<file path="config.mk">
export PLATFORM = sky130hd
export DESIGN_NAME = alu_issue_wb
export DESIGN_NICKNAME = d
export VERILOG_FILES = /design/src/rtl/alu_issue_wb.sv
export SDC_FILE = /design/constraint.sdc
export NUM_CORES = 1
export LEC_CHECK = 0
export CORE_MARGIN = 10
export CORE_UTILIZATION = 30
export DETAILED_ROUTE_END_ITERATION = 8
export SETUP_SLACK_MARGIN = 0.1
export SLEW_MARGIN = 5
export SYNTH_ARGS = -nofsm -noshare
export SYNTH_HDL_FRONTEND = slang
export SYNTH_SLANG_ARGS = --single-unit
</file>
<file path="constraint.sdc">
create_clock -name clk -period 2.8 [get_ports clk]
set_clock_uncertainty 0.15 [all_clocks]
set_input_delay 0.42 -clock clk [delete_from_list [all_inputs] [get_ports clk]]
set_output_delay 0.42 -clock clk [all_outputs]
set_load 0.02 [all_outputs]
</file>
<file path="src/rtl/alu_issue_wb.sv">
// alu_issue_wb: two-state issue/writeback sequencer around an external
// combinational ALU, with an 8 x 8-bit register file, a side load port and
// a combinational debug read port.
module alu_issue_wb #(
    parameter bit R0_ZERO = 1'b1
) (
    input  logic        clk,
    input  logic        rst,
    input  logic        instr_valid,
    output logic        instr_ready,
    input  logic [15:0] instr,
    output logic [7:0]  alu_a,
    output logic [7:0]  alu_b,
    output logic [3:0]  alu_sel,
    output logic [2:0]  alu_shift,
    input  logic [7:0]  alu_out,
    input  logic        alu_carry,
    input  logic        alu_overflow,
    input  logic        ld_en,
    input  logic [2:0]  ld_addr,
    input  logic [7:0]  ld_data,
    input  logic [2:0]  dbg_addr,
    output logic [7:0]  dbg_data,
    output logic [7:0]  result,
    output logic [3:0]  status,
    output logic        done,
    output logic        div0_err
);

    localparam logic [0:0] S_IDLE = 1'b0;
    localparam logic [0:0] S_EXEC = 1'b1;

    logic [0:0] state;
    logic [2:0] rd_q;
    logic [7:0] rf [8];

    logic wb_div0;
    logic wb_wr;
    logic ld_wr;
    logic add_sub;

    // Register read with r0 hardwired to zero when enabled.
    function automatic logic [7:0] rf_read(input logic [2:0] a);
        if (R0_ZERO && (a == 3'd0)) return 8'h00;
        return rf[a];
    endfunction

    // Ready only in IDLE and never while reset is held.
    assign instr_ready = (state == S_IDLE) && !rst;

    assign dbg_data = rf_read(dbg_addr);

    // Only add/sub report carry and overflow; every other op clears them.
    assign add_sub = (alu_sel[3:1] == 3'b000);

    // Divide by zero suppresses the register, result and status update.
    assign wb_div0 = (state == S_EXEC) && (alu_sel == 4'b0011) && (alu_b == 8'h00);

    // Writeback to r0 is dropped when r0 is hardwired.
    assign wb_wr = (state == S_EXEC) && !wb_div0 && !(R0_ZERO && (rd_q == 3'd0));

    // Side load loses to a same-edge writeback of the same register.
    assign ld_wr = ld_en && !(R0_ZERO && (ld_addr == 3'd0)) &&
                   !(wb_wr && (ld_addr == rd_q));

    // Issue/writeback sequencer, register file and retired-result state.
    always_ff @(posedge clk) begin
        if (rst) begin
            state     <= S_IDLE;
            rd_q      <= 3'd0;
            alu_a     <= 8'h00;
            alu_b     <= 8'h00;
            alu_sel   <= 4'h0;
            alu_shift <= 3'd0;
            result    <= 8'h00;
            status    <= 4'h0;
            done      <= 1'b0;
            div0_err  <= 1'b0;
            for (int i = 0; i < 8; i++) rf[i] <= 8'h00;
        end else begin
            done <= 1'b0;
            if (ld_wr) rf[ld_addr] <= ld_data;
            case (state)
                S_IDLE: begin
                    if (instr_valid) begin
                        alu_sel   <= instr[15:12];
                        rd_q      <= instr[11:9];
                        alu_a     <= rf_read(instr[8:6]);
                        alu_b     <= rf_read(instr[5:3]);
                        alu_shift <= instr[2:0];
                        state     <= S_EXEC;
                    end
                end
                default: begin
                    done  <= 1'b1;
                    state <= S_IDLE;
                    if (wb_div0) begin
                        div0_err <= 1'b1;
                    end else begin
                        if (wb_wr) rf[rd_q] <= alu_out;
                        result <= alu_out;
                        status <= {(alu_out == 8'h00), alu_out[7],
                                   add_sub & alu_carry, add_sub & alu_overflow};
                    end
                end
            endcase
        end
    end

endmodule

</file>
==> reports/qor.yml <==
status: "complete, no violations"
timing.slew.headroom: 0.581
cts_tree: "built"
multi_input_area_mm2: 0.00300
grt_max_degree: 48
viasPerCell: 5.41
dpl_cell_area_mm2: 0.00732
grt_setup_unrepaired: "true"
finalHoldViolCount: 0
switching_power_mw: 1.04
worst_pin_slew_ns: 0.626
grt_pass1_wl_um: 30000
cts.path.max_buffers: 2
grt_pass1_vias: 4941
numCtsBuffers: 9
vias: 4982
synth_top_area_frac: 0.327
path_class: "in2out"
drc_errors: 0
design_area_mm2: 0.00762
path_clk_slew_ns: 0.06
core_mm2: 0.0193
postSynthCellCount: 546
drv_slew: 0
synth.top_cells.by_count: "64 x edfxtp_1, 59 x nand2_1, 43 x nor2_1"
yosysWarnings: 0
gr-total-overflow: 0
io_pins: 90
die-area_mm2: 0.0256
start_util: 0.304
synthArstFlopShare: 0
r2r-start: "alu_b[7]"
drive_gt1_frac: 0.172
n_fill_cell: 1871
syn_area_mm2: 0.00587
drt_pass1_iterations: 5
synthTopCellsByArea: "edfxtp_1 33%, dfxtp_1 14%, mux2i_1 6.6%"
final_nets: 695
ctsHoldBuffers: 0
startpoint: "dbg_addr[1]"
critPathLaunchType: "input pin"
num_antenna_cells: 0
clock_latency_ns: 0.35
gp_congestion: 0.937
post-synth-top-count-cell: "edfxtp_1"
die_x_um: 160
ir_drop_mv: 0.255
wire_per_inst_um: 21.4
timing.fmax_mhz: 381
clock_sinks: 104
tns_ns: 0
wl_um: 19700
post-cts-setup-buffers: 0
p_leak_nw: 2.76
die_h_um: 160
utilization: 0.394
combPwrFrac: 0.186
seqPwrFrac: 0.475
syn_area_per_cell_um2: 10.8
dpl.hpwl_um: 15600
htreeDepth: 3
row_count: 51
critical_path_required_ns: 2.23
maxCapViolations: 0
synth_seq_area_share: 0.463
drt_iter0_markers: 450
power_density_mw_per_mm2: 495
grt_antenna_before_repair: 0
cts_root_buf: "clkbuf_16"
swShare: 0.277
cts.repair.resized: 30
p_clk_frac: 0.339
synthFlopType: "edfxtp_1"
detail-route-antenna-nets: 0
end_kind: "output port"
synth-edff-count: 64
setup_viol_count_final: 0
period_minus_slack_ns: 2.62
cp_max_fo: 20
synth_top_area_cell: "edfxtp_1"
cellInternalPower_mw: 2.73
hold_class: "reg2reg"
cp.arrival_ns: 2.05
synth_cell_types: 49
hold_start: "alu_shift[0]"
io_buffers: 89
track_usage: 0.150
syn2layout_area_growth_pct: 29.7
seqCellArea_mm2: 0.00272
finalCritPeriodShare: 0.937
synth_seq_cells: 104
flip-flops by register name (all words and copies together), names as in the netlist:
register	count
status	4
state	1
alu_shift	3
alu_a	8
alu_b	8
alu_sel	4
rf	64
rd_q	3
done	1
div0_err	1
result	7
worst paths after layout:
| check | endpoint | slack [ns] | cells after the start |
|---|---|---|---|
| max | dbg_data[1] | 0.18 | 6 |
| min | alu_shift[0] | 0.30 | 2 |
| max reg2reg | rf[4][7] | 0.21 | 4 |
| min reg2reg | alu_shift[0] | 0.30 | 2 |
stage by stage:
| stage | cells | setup WS, ns | power (mW) | hold slack, ns |
|---|---|---|---|---|
| CTS | 921 | 0.0996 | 3.79 | 0.304 |
| floorplan | 553 | 0.199 | 2.19 | 0.321 |
| detailed placement | 905 | -0.261 | 2.53 | 0.294 |
| global route | 921 | 0.0973 | 3.92 | 0.330 |
| global placement | 905 | -0.231 | 2.52 | 0.291 |
| finish | 921 | 0.176 | 3.77 | 0.304 |
cells by family after synthesis:
logic type | share of synthesized area
xor+xnor | 0.00298
compound gates | 0.217
mux | 0.145
buf+inv | 0.0345
simple gates | 0.137
flops | 0.463
other cells | 0.000638
power groups by stage:
stage | sequential (mW) | combinational (mW) | clock, mW
final | 1.79 | 0.703 | 1.28
after global routing | 1.80 | 0.755 | 1.37
after global placement | 1.82 | 0.699 | 0
after floorplan | 1.82 | 0.371 | 0
after detailed placement | 1.82 | 0.710 | 0
after CTS | 1.79 | 0.706 | 1.29
critical path: stages:
cell and delay, ns:
clkdlybuf4s50_1 0.44, buf_12 0.18, or2_2 0.36, o21ai_0 0.21, a221oi_1 0.10, dlygate4sd1_1 0.33
placed cells by master, fill, tap and decap left out, drive strengths merged, types with 3 or more instances in the layout:
master and n:
buf 48, nand2b 8, clkinv 4, nand3b 3, o21ai 19, nand3 7
nor4 4, a21oi 30, mux4 15, a22o 25, a32o 31, clkdlybuf4s15 4
o31a 9, a221oi 8, nor2b 25, clkdlybuf4s50 79, a211o 6, nor2 43
o22ai 9, mux2 11, dfxtp 40, clkbuf 12, mux2i 39, a211oi 4
nand2 59, inv 3, edfxtp 64, a22oi 9, conb 8, nor3 4
layout make-up:
cell class              instances  share of cell area
repair buffers                135               0.166
multi-input cells             398               0.393
well taps                     265              0.0435
clock inverters                 6             0.00788
clock buffers                  10              0.0300
flip-flops and latches        104               0.357
inverters                       3             0.00148
routing by layer:
metal	GRT usage	up-vias	wire length, um
met1	0.184	2474	8290
met3	0.0298	28	1050
met4	0.0555	0	502
li1	-	2306	-
met2	0.254	174	9840
met5	0	-	0
(Power assumes the default switching activity.)
